$ cat config.mk
export PLATFORM = sky130hd
export DESIGN_NAME = regfile_wb_arbiter
export DESIGN_NICKNAME = d
export VERILOG_FILES = /design/src/rtl/cpu_pkg.sv /design/src/rtl/wb_late_fifo.sv /design/src/rtl/regfile_wb_arbiter.sv
export SDC_FILE = /design/constraint.sdc
export NUM_CORES = 1
export LEC_CHECK = 0
export BUFFER_PORTS_ARGS = -buffer_cell sky130_fd_sc_hd__clkbuf_2
export CORE_MARGIN = 5
export CORE_UTILIZATION = 45
export DETAILED_ROUTE_END_ITERATION = 8
export HOLD_SLACK_MARGIN = 0.03
export PLACE_DENSITY = 0.69
export SLEW_MARGIN = 15
export SYNTH_ARGS = -nofsm -noshare
export SYNTH_HDL_FRONTEND = slang
export SYNTH_SLANG_ARGS = --single-unit
$ cat constraint.sdc
create_clock -name clk -period 3.1 [get_ports clk]
set_clock_uncertainty 0.2 [all_clocks]
set_input_delay 0.465 -clock clk [delete_from_list [all_inputs] [get_ports clk]]
set_output_delay 0.465 -clock clk [all_outputs]
set_load 0.01 [all_outputs]
$ cat src/rtl/cpu_pkg.sv
// Shared CPU definitions: register-file geometry and the write-back request bundle.
package cpu_pkg;

    localparam int unsigned REG_AW = 5;
    localparam int unsigned DATA_W = 32;

    localparam logic [REG_AW-1:0] REG_ZERO = 5'd0;

    typedef struct packed {
        logic              en;
        logic [REG_AW-1:0] wr_reg;
        logic [DATA_W-1:0] data;
    } wb_req_t;

endpackage

$ cat src/rtl/wb_late_fifo.sv
// Circular queue of late write-back results with per-entry kill-by-register and a
// busy mask of registers that still have a live queued write.
module wb_late_fifo #(
    parameter int unsigned DEPTH  = 4,
    parameter int unsigned DATA_W = 32,
    parameter int unsigned REG_AW = 5
) (
    input  logic                       clk,
    input  logic                       reset,
    input  logic                       push,
    input  logic [REG_AW-1:0]          push_reg,
    input  logic [DATA_W-1:0]          push_data,
    input  logic                       pop,
    input  logic                       kill_en,
    input  logic [REG_AW-1:0]          kill_reg,
    output logic                       head_valid,
    output logic [REG_AW-1:0]          head_reg,
    output logic [DATA_W-1:0]          head_data,
    output logic                       full,
    output logic                       empty,
    output logic [$clog2(DEPTH+1)-1:0] count,
    output logic [(2**REG_AW)-1:0]     busy_mask
);

    localparam int unsigned PTR_W = $clog2(DEPTH);
    localparam int unsigned CNT_W = $clog2(DEPTH + 1);

    logic [DEPTH-1:0]  valid_q, valid_d;
    logic [REG_AW-1:0] reg_q  [DEPTH];
    logic [DATA_W-1:0] data_q [DEPTH];
    logic [PTR_W-1:0]  rd_ptr_q, wr_ptr_q;
    logic [CNT_W-1:0]  count_q;

    // Kill is applied before push so an entry accepted alongside the younger pipe write survives.
    always_comb begin
        valid_d = valid_q;
        for (int unsigned i = 0; i < DEPTH; i++) begin
            if (kill_en && (reg_q[i] == kill_reg)) begin
                valid_d[i] = 1'b0;
            end
        end
        if (pop) begin
            valid_d[rd_ptr_q] = 1'b0;
        end
        if (push) begin
            valid_d[wr_ptr_q] = 1'b1;
        end
    end

    always_ff @(posedge clk) begin
        if (reset) begin
            valid_q  <= '0;
            rd_ptr_q <= '0;
            wr_ptr_q <= '0;
            count_q  <= '0;
        end else begin
            valid_q <= valid_d;
            if (push) begin
                wr_ptr_q <= wr_ptr_q + 1'b1;
            end
            if (pop) begin
                rd_ptr_q <= rd_ptr_q + 1'b1;
            end
            case ({push, pop})
                2'b10:   count_q <= count_q + 1'b1;
                2'b01:   count_q <= count_q - 1'b1;
                default: count_q <= count_q;
            endcase
        end
    end

    always_ff @(posedge clk) begin
        if (push) begin
            reg_q[wr_ptr_q]  <= push_reg;
            data_q[wr_ptr_q] <= push_data;
        end
    end

    // Freed slots always have valid cleared, so only live entries contribute.
    always_comb begin
        busy_mask = '0;
        for (int unsigned i = 0; i < DEPTH; i++) begin
            if (valid_q[i]) begin
                busy_mask[reg_q[i]] = 1'b1;
            end
        end
    end

    assign head_valid = valid_q[rd_ptr_q];
    assign head_reg   = reg_q[rd_ptr_q];
    assign head_data  = data_q[rd_ptr_q];
    assign empty      = (count_q == '0);
    assign full       = (count_q == CNT_W'(DEPTH));
    assign count      = count_q;

endmodule

$ cat src/rtl/regfile_wb_arbiter.sv
// Register-file write port arbiter: WB-stage writes win, queued late results fill the gaps.
// The output bundle uses cpu_pkg::wb_req_t, so DATA_W/REG_AW follow the package values.
module regfile_wb_arbiter #(
    parameter int unsigned DEPTH  = 4,
    parameter int unsigned DATA_W = cpu_pkg::DATA_W,
    parameter int unsigned REG_AW = cpu_pkg::REG_AW
) (
    input  logic                       clk,
    input  logic                       reset,
    input  logic                       pipe_wr_en,
    input  logic [REG_AW-1:0]          pipe_wr_reg,
    input  logic [DATA_W-1:0]          pipe_wr_data,
    input  logic                       late_valid,
    output logic                       late_ready,
    input  logic [REG_AW-1:0]          late_reg,
    input  logic [DATA_W-1:0]          late_data,
    output logic                       RegWrite,
    output logic [REG_AW-1:0]          Write_register,
    output logic [DATA_W-1:0]          Write_data,
    output logic [(2**REG_AW)-1:0]     busy_mask,
    output logic [$clog2(DEPTH+1)-1:0] q_count
);

    import cpu_pkg::*;

    logic              pipe_take;
    logic              push;
    logic              pop;
    logic              fifo_full;
    logic              fifo_empty;
    logic              head_valid;
    logic [REG_AW-1:0] head_reg;
    logic [DATA_W-1:0] head_data;
    wb_req_t           wb_q, wb_d;

    assign pipe_take  = pipe_wr_en && (pipe_wr_reg != REG_ZERO);
    assign late_ready = !reset && !fifo_full;
    // A late result for r0 completes the handshake but is dropped.
    assign push       = late_valid && late_ready && (late_reg != REG_ZERO);
    assign pop        = !pipe_take && !fifo_empty;

    wb_late_fifo #(
        .DEPTH  (DEPTH),
        .DATA_W (DATA_W),
        .REG_AW (REG_AW)
    ) u_late_fifo (
        .clk        (clk),
        .reset      (reset),
        .push       (push),
        .push_reg   (late_reg),
        .push_data  (late_data),
        .pop        (pop),
        .kill_en    (pipe_take),
        .kill_reg   (pipe_wr_reg),
        .head_valid (head_valid),
        .head_reg   (head_reg),
        .head_data  (head_data),
        .full       (fifo_full),
        .empty      (fifo_empty),
        .count      (q_count),
        .busy_mask  (busy_mask)
    );

    // Idle cycles hold index/data; a killed head still updates them but with en low.
    always_comb begin
        wb_d    = wb_q;
        wb_d.en = 1'b0;
        if (pipe_take) begin
            wb_d.en     = 1'b1;
            wb_d.wr_reg = pipe_wr_reg;
            wb_d.data   = pipe_wr_data;
        end else if (pop) begin
            wb_d.en     = head_valid;
            wb_d.wr_reg = head_reg;
            wb_d.data   = head_data;
        end
    end

    always_ff @(posedge clk) begin
        if (reset) begin
            wb_q <= '0;
        end else begin
            wb_q <= wb_d;
        end
    end

    assign RegWrite       = wb_q.en;
    assign Write_register = wb_q.wr_reg;
    assign Write_data     = wb_q.data;

endmodule

==> impl.org, run 1 <==
** Cells and area
- Fin nets :: 907
- Fraction of final layout cells sized beyond drive strength 1 :: 31.1%
- The area growth from synthesis to layout is 17.5%.
- Leaving out fill and tap cells, the most frequent cells in the layout are 151 x clkbuf_2, 148 x edfxtp_1, 61 x nor2_1, 56 x nand2_1, 50 x a21oi_1.
- The count of cells in the finished layout, fillers not included, comes to 1103.
- The filler cells instantiated in the layout total 1745.
- The library cell used most frequently in the layout, excluding fill and tap cells, is clkbuf_2.

** Synth
- Syn nets :: 776
- Post-synth top flop :: edfxtp_1
- In this run, synthesis inferred 148 flip-flops with an integrated enable.
- The synthesized design contains 199 register bits.
- After synthesis, the share of flip-flops with an asynchronous set or reset is 0%.
- Synthesized instance count :: 688
- The cell area that synthesis handed to floorplanning was 9070 sq um.
- The share of the Yosys chip area taken by registers is 60.3%.
- Netlist cell types :: 48
- A synthesized cell averages 13.2 sq um.
- Syn. warnings :: 0

** Timing
- Number of pins exceeding their max-slew limit in the final report :: 0
- Relative slew slack :: 27.7%
- Total count of hold-check failures in the final report :: 0
- Peak clock frequency supported by timing :: 362 MHz
- For the pin with the worst max-slew slack, the measured transition is 1.08 ns.
- The final critical path takes up 89.2% of the cycle.
- Setup repair after global routing missed its margin :: no
- The worst path in the final design needs a cycle of 2.76 ns, including I/O delays and setup.
- After routing, the total negative slack on setup checks comes to 0 ns.
- Final Setup Violations :: 0

** Critical path
- Reg2Reg Depth :: 10
- Largest fanout on the critical path :: 13
- The worst setup path is of the reg -> out kind.
- Startpoint of the worst setup timing path :: u_late_fifo.reg_q[1][2]
- Reg-to-reg startpoint :: u_late_fifo.count[2]
- Kind of end point of the critical path :: output port
- Crit path required time :: 2.43 ns
- Register-to-Register Setup Slack :: 0.53 ns
- Data arrival time of the worst path :: 2.10 ns
- Crit path launch type :: flip-flop

** Place
- Routability-driven placement finished with a final weighted congestion of 0.898.
- Number of buffers inserted by port buffering :: 151
- In this run, placement finished with an instance count of 1069.
- HPWL after detailed placement :: 15000 um

** Floorplanning
- DIE AREA :: 23100 sq um
- Pin placement for this block handled 152 I/O pins.
- The die is 152 um wide.
- Vertical die dimension :: 152 um
- Initial Util :: 45.2%
- The initialized floorplan defines 52 standard-cell rows.
- Floorplan Core Area :: 20000 sq um

** Run status
- The flow ran to the end, and the final reports show no timing, DRC or antenna violations.

** Clock tree
- Sinks on Clock Net :: 199
- CTS built an H-tree with a depth of 4.
- Number of buffers created by CTS :: 17
- After clock tree synthesis, the setup repair step added 0 buffers.
- Clock-pin slew was measured on the worst setup and hold paths at 0.08 ns.
- TritonCTS clock tree :: yes
- The longest clock path from root to sink contains 2 buffers.
- Buffer cell driving the clock tree root :: clkbuf_16
- The later pin in the worst-skew pair is clocked with a latency of 0.44 ns.

** Global routing
- Entering global routing, the biggest net connects 50 pins.
- Global routing finished with a remaining overflow of 0.
- The number of antenna violations at the first check in global routing was 1.
- Total routing resource utilization after global routing :: 19.6%
- The via count of the first global-routing pass came to 6509.
- The first global-routing pass estimated 36000 um of wire.

** Detailed routing
- After detailed routing, the number of remaining DRC violations is 0.
- In the final routed layout, each cell accounts on average for 20.5 um.
- The first detailed-routing pass took 5 iterations.
- Post-detailed-route via-to-cell ratio :: 5.80
- Overall via count from detail_route :: 6392
- The first routing iteration left 610 violations.
- Post-detailed-routing wire length :: 22600 um
- The count of nets left with antenna violations once routing finished came out at 0.

** Pwr
- Worst ir drop on vdd :: 0.000527 V
- Leakage power of the design :: 0.00381 uW
- For this design the ratio of total power to cell area is 677 nW/um^2.

** Job
- Number of max-cap violations :: 0

** Hold path
- HP Start :: late_data[13]
- Hold path cells :: 1
- Worst hold-check path type :: in -> reg
==> layout make-up <==
| class | instances | area [sq um] | share of cell area (%) |
|---|---|---|---|
| Timing Repair Buffer | 166 | 908 | 8.53 |
| Clock buffer | 20 | 468 | 4.39 |
| Inverter | 13 | 48.8 | 0.458 |
| Tap cell | 270 | 338 | 3.17 |
| Clock inverter | 12 | 151 | 1.42 |
| Multi-Input combinational cell | 422 | 3270 | 30.7 |
| Antenna cell | 1 | 2.50 | 0.0235 |
| Sequential cell | 199 | 5470 | 51.3 |
==> registers in the layout (all words and copies together) (netlist names), named ones only <==
register / cells
u_late_fifo.count: 3
u_late_fifo.data_q: 128
u_late_fifo.wr_ptr_q: 2
u_late_fifo.rd_ptr_q: 2
RegWrite: 1
Write_data: 32
u_late_fifo.valid_q: 4
u_late_fifo.reg_q: 20
Write_register: 5
==> stage by stage <==
step                hold slack (ns)  utilization, %  worst slack [ns]  instance area (sq um)  power (uW)
floorplan                     0.303               -            0.0126                   9070        4420
global placement              0.328            50.0             0.180                  10000        4980
detailed placement            0.332            50.0             0.170                  10000        5000
CTS                          0.0314            53.1             0.344                  10600        7270
global route                 0.0326            53.2             0.227                  10700        7560
finish                       0.0453            53.2             0.335                  10700        7210
==> cells in the mapped netlist (all sizes together) (6+ instances only) <==
cell type  instances  area share (%)
nand3b             9            0.75
mux4              38             9.4
nor3b              9            0.75
dfxtp             51              11
inv               13            0.54
a211oi            36             3.0
xnor2              8            0.77
xor2              14             1.4
or3b               6            0.58
a221o             10             1.1
clkbuf            35             1.4
nand2             56             2.3
and3               8            0.55
buf               19             1.8
ha                 9             1.2
a22oi             12            0.99
nor3               9            0.50
edfxtp           148              49
o221ai            17             1.6
o22ai             11            0.76
nand3             13            0.72
nor2              61             2.5
a21oi             50             2.8
==> worst paths after layout <==
check,end
setup / recovery,busy_mask[18]
hold / removal,u_late_fifo.data_q[0][13]
setup reg to reg,u_late_fifo.count[2]
hold reg to reg,u_late_fifo.count[2]
==> what timing repair did <==
item	in CTS	in global routing
resized for setup	0	0
hold endpoints to repair	0	4
hold buffers	0	1
==> kinds of logic after synthesis <==
logic type	after synthesis	share of synthesized area [%]
DFF	199	60.3
muxes	40	9.66
adders and majority gates	10	1.46
AOI/OAI and AO/OA	155	12.2
buffers and inverters	67	3.81
and+or+nand+nor	195	10.5
xor gates and xnor gates	22	2.13
==> worst max-delay path: stages, from the launching register on <==
cell and delay (ns):
edfxtp_1 0.63, or3b_2 0.57, o22ai_1 0.17, a221o_1 0.16
clkbuf_2 0.14
==> per-layer routing <==
metal	wire length [um]	share of wire, %	vias up	GRT usage, %
met3	1860	8.2	41	5.72
met4	362	1.6	0	5.91
met2	11000	49	303	32.5
met5	0	0	-	0
met1	9360	41	3130	25.2
li1	-	-	2918	-
==> power breakdown <==
part	leakage [uW]	internal, uW	switching [uW]
combinational	0.00174	687	996
clock	0.000307	1290	1000
sequential	0.00177	3080	153
total	0.00381	5060	2150
Power figures use the tool's default switching activity.
==> inputs of run 2 (changes only) <==
--- a/config.mk
+++ b/config.mk
@@ -7,10 +7,11 @@
 export LEC_CHECK = 0
 export BUFFER_PORTS_ARGS = -buffer_cell sky130_fd_sc_hd__clkbuf_2
 export CORE_MARGIN = 5
-export CORE_UTILIZATION = 45
+export CORE_UTILIZATION = 50
+export CTS_CLUSTER_SIZE = 24
 export DETAILED_ROUTE_END_ITERATION = 8
 export HOLD_SLACK_MARGIN = 0.03
-export PLACE_DENSITY = 0.69
+export PLACE_DENSITY = 0.75
 export SLEW_MARGIN = 15
 export SYNTH_ARGS = -nofsm -noshare
 export SYNTH_HDL_FRONTEND = slang
==> impl.org, run 2 (synthesized netlist as in run 1, its figures left out) <==
** Global routing
- The global-route wire length before repair came to 34300 um (-5.0%).
- The total global routing track utilization came to 21.6% (+1.9 points).
- Number of global-route vias before repair :: 6373 (-2.1%)
- The maximum number of pins on one net before global-route repair is 50 (unchanged).
- Antenna violations before repair :: 0 (-1)
- Total congestion overflow after global routing :: 0 (unchanged)

** Timing
- The setup violation total in the final timing report came to 0 (unchanged).
- The worst path setup slack after routing is 0.314 ns (-0.0210 ns).
- Setup repair after global routing left no endpoint under its margin.
- The total negative slack for setup checks came to 0 ns (unchanged).
- Final critical path time including I/O delays and setup :: 2.79 ns (+0.0210 ns)
- Number of pins exceeding their max-slew limit in the final report :: 0 (unchanged)
- The worst hold slack was 0.0538 ns (+0.00850 ns).
- Peak clock frequency supported by timing :: 359 MHz (-0.75%)
- The final-report hold violation count was 0 (unchanged).
- The worst slew slack as a fraction of its limit came to 30.3% (+2.6 points).
- Portion of the clock cycle consumed by the worst path in the final layout :: 89.9% (+0.68 points)
- The actual transition at the worst max-transition pin came to 1.05 ns (-0.0387 ns).

** Clock tree
- H-tree levels :: 4 (unchanged)
- Sinks on Clock Net :: 199 (unchanged)
- Reg clk slew, reported paths :: 0.07 ns (about the same)
- The hold buffer count at CTS was 0 (unchanged).
- The insertion delay of the later-clocked pin in the worst-skew pair is 0.43 ns (about the same).
- Maximum number of buffers from clock root to sink :: 2 (unchanged)
- The post-CTS setup buffer count was 0 (unchanged).
- TritonCTS clock tree :: yes
- The tree is rooted in a clkbuf_16.
- Number of buffers created by CTS :: 17 (unchanged)
- Number of gates resized after cts :: 0 (unchanged)

** Detailed routing
- The routed wire length was 22400 um (-0.73%).
- The initial detailed-routing violation count was 523 (-14%).
- The via count normalized by instance count came to 6.00 (+3.6%).
- The average wire per cell in the routed design came to 21.2 um (+3.3%).
- Total iterations of the first detailed-routing run :: 5 (unchanged)
- Number of nets still failing antenna checks after routing :: 0 (unchanged)
- The remaining routing DRC violations is 0 (unchanged).
- Overall via count from detail_route :: 6364 (-0.44%)

** Job
- Number of max-cap violations :: 0 (unchanged)

** Pwr
- The part of the power in registers is 46.5% (+1.7 points).
- Internal power :: 4860 uW (-3.8%)
- The combinational fraction of design power came to 24.2% (+0.9 points).
- The relative contribution of the clock network to total power is 29.3% (-2.5 points).
- Worst ir drop on vdd :: 0.000485 V (-7.9%)
- Leakage power of the design :: 0.00377 uW (-1.2%)
- Power per Cell Area :: 662 nW/um^2 (-2.2%)
- Psw :: 2080 uW (-3.3%)
- The fraction of power spent switching nets is 30.0% (+0.11 points).

** Cells and area
- Largest register FFs :: 128 (unchanged)
- Fill cell count :: 1439 (-18%)
- The final cell area excluding filler cells was 10500 sq um (-1.5%).
- Antenna cells :: 0 (-1)
- Leaving out fill and tap cells, the most frequent cells in the layout are 151 x clkbuf_2, 148 x edfxtp_1, 61 x nor2_1, 56 x nand2_1, 50 x a21oi_1.
- The net count reported at finish was 907 (unchanged).
- Leading cell type in the layout, fill and taps excluded :: clkbuf_2
- Fraction of final layout cells sized beyond drive strength 1 :: 30.8% (-0.32 points)
- More flip-flops sit in one register than any other, and that register is u_late_fifo.data_q.
- Syn-to-layout area delta :: 15.7%

** Critical path
- The worst setup path is captured at an output port.
- Worst setup path class :: reg -> out
- The reg-to-reg setup timing slack came to 0.48 ns (-0.05 ns).
- Data arrival time of the worst path :: 2.12 ns (+0.02 ns)
- Crit path launch type :: flip-flop
- The required time at the endpoint of the critical path came to 2.43 ns (about the same).
- Largest fanout on the critical path :: 14 (+1)

** Floorplanning
- The number of primary I/O pins came to 152 (unchanged).
- Horizontal die dimension :: 145 um (-4.8%)
- DIE AREA :: 20900 sq um (-9.4%)
- Floorplan Core Area :: 17900 sq um (-11%)
- The vertical die dimension came to 145 um (-4.8%).
- Number of standard-cell rows in the floorplan :: 49 (-5.8%)
- The starting density of the core came to 50.6% (+5.4 points).

** Run status
- Outcome :: finished, final reports clean

** Hold path
- The path class of the tightest hold or removal check is in -> reg.

** Place
- Placed Area :: 9950 sq um (-0.69%)
- The final RePlAce weighted congestion came to 0.915 (+1.9%).
- The post-placement worst setup slack was 0.149 ns (-0.0214 ns).
- The number of buffers added on ports came to 151 (unchanged).
- The placed wire-length estimate came to 14500 um (-3.3%).
==> run 2: cell count changes in the layout (fill, tap and decap cells not counted), moves of 2 or more <==
cell / before / now
clkbuf_1: 1 / 4
buf_12: 3 / 1
buf_4: 11 / 14
inv_6: 5 / 2
clkinv_2: 1 / 3
inv_8: 3 / 1
==> run 2: metal layers <==
| metal | vias to the layer above | wire length, um | track usage, % |
|---|---|---|---|
| met5 | - | 0 | 0 |
| met4 | 0 | 421 | 7.81 |
| met3 | 46 | 1730 | 5.13 |
| met2 | 292 | 11200 | 35.7 |
| met1 | 3104 | 9120 | 28.0 |
| li1 | 2922 | - | - |
==> run 2: worst paths after layout <==
| path | startpoint | to | cells past startpoint |
|---|---|---|---|
| setup reg to reg | u_late_fifo.count[2] | u_late_fifo.count[2] | 10 |
| hold reg to reg | Write_data[21] | Write_data[21] | 2 |
| setup / recovery | u_late_fifo.reg_q[2][4] | busy_mask[19] | 3 |
| hold / removal | late_data[14] | u_late_fifo.data_q[1][14] | 1 |
==> run 2: stage by stage <==
stage	instances	power (uW)	utilization, %
floorplan	688	4420	-
global placement	1029	4950	55.6
detailed placement	1029	4980	55.6
CTS	1060	6990	58.6
global route	1060	7270	58.6
finish	1060	6950	58.6
==> run 2: power by group through the flow <==
stage,combinational (uW),clock [uW],sequential (uW)
after global placement,1670,0,3280
after floorplan,1140,0,3280
final,1680,2040,3230
after detailed placement,1690,0,3290
after global routing,1840,2180,3260
after CTS,1710,2060,3230
==> run 2: worst max-delay path, cell delays in order, from the launching register on <==
cell	delay (ns)
edfxtp_1	0.78
or3b_2	0.52
o221ai_1	0.21
clkbuf_2	0.19
==> run 2: area by class of cell <==
type / count / area, sq um / area share, %
Clock inverter: 10 / 98.8 / 0.942
Multi-Input combinational cell: 422 / 3270 / 31.2
Clock buffer: 21 / 440 / 4.20
Timing Repair Buffer: 166 / 881 / 8.39
Sequential cell: 199 / 5470 / 52.1
Inverter: 13 / 48.8 / 0.465
Tap cell: 229 / 287 / 2.73
==> inputs of run 3 (changes only) <==
--- a/config.mk
+++ b/config.mk
@@ -12,6 +12,7 @@
 export DETAILED_ROUTE_END_ITERATION = 8
 export HOLD_SLACK_MARGIN = 0.03
 export PLACE_DENSITY = 0.75
+export REMOVE_ABC_BUFFERS = 1
 export SLEW_MARGIN = 15
 export SYNTH_ARGS = -nofsm -noshare
 export SYNTH_HDL_FRONTEND = slang
==> impl.org, run 3 (synthesized netlist as in run 1, its figures left out) <==
** Cells and area
- The flip-flop count of the largest register, all copies and words added is 128 (unchanged).
- Leaving out fill and tap cells, the most frequent cell in the layout is clkbuf_2.
- Area taken by multi-input logic gates :: 3270 sq um (unchanged)
- Post-layout util :: 59.3% (+0.65 points)
- The number of fillers in the final layout is 1453 (+0.97%).
- The net count reported at finish was 913 (+0.66%).
- The combined flip-flop and latch cell area was 5470 sq um (unchanged).
- The number of antenna repair diodes was 0 (unchanged).
- The area growth from synthesis to layout is 17.0%.
- Fraction of final layout cells sized beyond drive strength 1 :: 31.4% (+0.58 points)
- In the layout the commonest cells are 151 x clkbuf_2, 148 x edfxtp_1, 61 x nor2_1, 56 x nand2_1, 50 x a21oi_1.
- Register containing the most flip-flops in the final layout :: u_late_fifo.data_q

** Clock tree
- Number of buffers created by CTS :: 17 (unchanged)
- Reg clk slew, reported paths :: 0.07 ns (about the same)
- TritonCTS built the clock tree.
- H-tree levels :: 4 (unchanged)
- The number of sinks on the clock net is 199 (unchanged).
- The count of instances resized after the clock tree is built is 0 (unchanged).
- The hold buffer count at CTS came to 0 (unchanged).
- The post-CTS setup buffer count is 0 (unchanged).
- The insertion delay of the later-clocked pin in the worst-skew pair is 0.43 ns (about the same).
- The tree is rooted in a clkbuf_16.
- The clock tree buffer depth came to 2 (unchanged).

** Detailed routing
- Total iterations of the first detailed-routing run :: 4 (-1)
- The routed wire length came to 23100 um (+3.2%).
- Number of nets still failing antenna checks after routing :: 0 (unchanged)
- The average wire per cell in the routed design was 21.7 um (+2.5%).
- The via count normalized by instance count came to 6.08 (+1.2%).
- Overall via count from detail_route :: 6483 (+1.9%)
- The remaining routing DRC violations was 0 (unchanged).
- The initial detailed-routing violation count was 533 (+1.9%).

** Critical path
- The arrival time reported for the critical path endpoint was 2.15 ns (+0.03 ns).
- STA classifies the critical path startpoint as a flip-flop.
- By startpoint and endpoint, the worst setup path is classified as reg -> out.
- Register-to-Register Setup Slack :: 0.54 ns (+0.06 ns)
- Largest fanout on the critical path :: 8 (-6)
- The required time at the endpoint of the critical path was 2.43 ns (about the same).
- Kind of end point of the critical path :: output port

** Pwr
- The switching power total came to 2090 uW (+0.33%).
- Portion of total power attributed to sequential cells :: 46.2% (-0.3 points)
- Switching share of power :: 29.7% (-0.32 points)
- The combinational fraction of design power is 23.9% (-0.3 points).
- The leakage power figure is 0.00382 uW (+1.5%).
- The internal cell power is 4960 uW (+1.9%).
- The relative contribution of the clock network to total power is 29.9% (+0.6 points).
- Power per Cell Area :: 664 nW/um^2 (+0.29%)
- Worst ir drop on vdd :: 0.000479 V (-1.4%)

** Place
- Number of buffers inserted by port buffering :: 151 (unchanged)
- Placer congestion estimate :: 0.927 (+1.3%)
- The placed wire-length estimate came to 15200 um (+4.6%).

** Timing
- Setup repair after global routing missed its margin :: no
- The number of slew-limit violations in the final report is 0 (unchanged).
- The worst hold slack is 0.0539 ns (+0.0000718 ns).
- Total count of hold-check failures in the final report :: 0 (unchanged)
- The highest achievable clock rate is 355 MHz (-1.1%).
- Final Setup Violations :: 0 (unchanged)
- Final critical path time including I/O delays and setup :: 2.82 ns (+0.0309 ns)
- Relative slew slack :: 32.5% (+2.2 points)
- The ratio of final minimum period to clock period was 90.9% (+1.0 points).
- Actual slew at the worst max-slew pin :: 1.01 ns (-0.0330 ns)

** Global routing
- The total global routing track utilization is 22.3% (+0.71 points).
- The number of antenna violations at the first check in global routing came to 1 (+1).
- The via count of the first global-routing pass came to 6466 (+1.5%).
- Total congestion overflow after global routing :: 0 (unchanged)
- Maximum number of pins on one net before global-route repair :: 50 (unchanged)
- Wire length of the first global-routing pass :: 35500 um (+3.6%)

** Floorplanning
- Vertical die dimension :: 145 um (unchanged)
- The die outline area was 20900 sq um (unchanged).
- Floorplan Core Area :: 17900 sq um (unchanged)
- The floorplan die width was 145 um (unchanged).
- The count of standard-cell rows is 49 (unchanged).
- Count of pins on the block boundary :: 152 (unchanged)
- Initial Util :: 50.6% (unchanged)

** Hold path
- The tightest min-delay check is of the in -> reg type.

** Run status
- The run finished with clean final reports.

** Job
- The total of max-cap violations is 0 (unchanged).
-- run 3: changes by cell type in the layout (fill, tap and decap cells not counted), moves of 2 or more --
cell | before | now
buf_12 | 1 | 4
inv_6 | 2 | 0
buf_4 | 14 | 17
clkinv_4 | 2 | 4
-- run 3: routing by layer --
metal / wire [um] / global-route usage (%) / vias up
met2: 11400 / 36.9 / 332
met5: 13 / 0 / -
met4: 560 / 8.59 / 2
met1: 9100 / 28.8 / 3150
met3: 2020 / 5.03 / 65
li1: - / - / 2934
-- run 3: path summary, 6_finish.rpt --
| path | from | end | cells after the start |
|---|---|---|---|
| hold / removal | late_data[19] | u_late_fifo.data_q[3][19] | 1 |
| hold reg to reg | Write_data[31] | Write_data[31] | 2 |
| setup reg to reg | u_late_fifo.count[2] | u_late_fifo.count[2] | 10 |
| setup / recovery | u_late_fifo.reg_q[0][1] | busy_mask[5] | 4 |
-- run 3: worst max-delay path, cell delays in order (launching register included) --
cell and delay [ns]:
edfxtp_1 0.50, nor2_1 0.67, a22oi_1 0.20, o221ai_1 0.16
clkbuf_2 0.20
-- run 3: through the flow --
step	cell area [sq um]	std cells	worst slack, ns	TNS [ns]	power (uW)
after global routing	10600	1067	0.219	0	7360
after CTS	10600	1067	0.353	0	7100
after global placement	10000	1035	0.170	0	4970
final	10600	1067	0.283	0	7040
after detailed placement	10000	1035	0.101	0	5010
after floorplan	8770	634	-0.664	-1.72	4330
-- run 3: cell type report --
class	count	share of cell area, %
clock buffers	23	4.52
clock inverters	9	0.885
inverters	13	0.460
multi-input cells	422	30.8
flip-flops and latches	199	51.5
well taps	229	2.70
repair buffers	172	9.08
-- run 3: power groups by stage --
stage	Combinational, uW	Clock (uW)	Sequential [uW]
floorplan	936	0	3390
global placement	1670	0	3300
detailed placement	1710	0	3300
CTS	1710	2140	3250
global route	1840	2250	3280
finish	1680	2110	3250
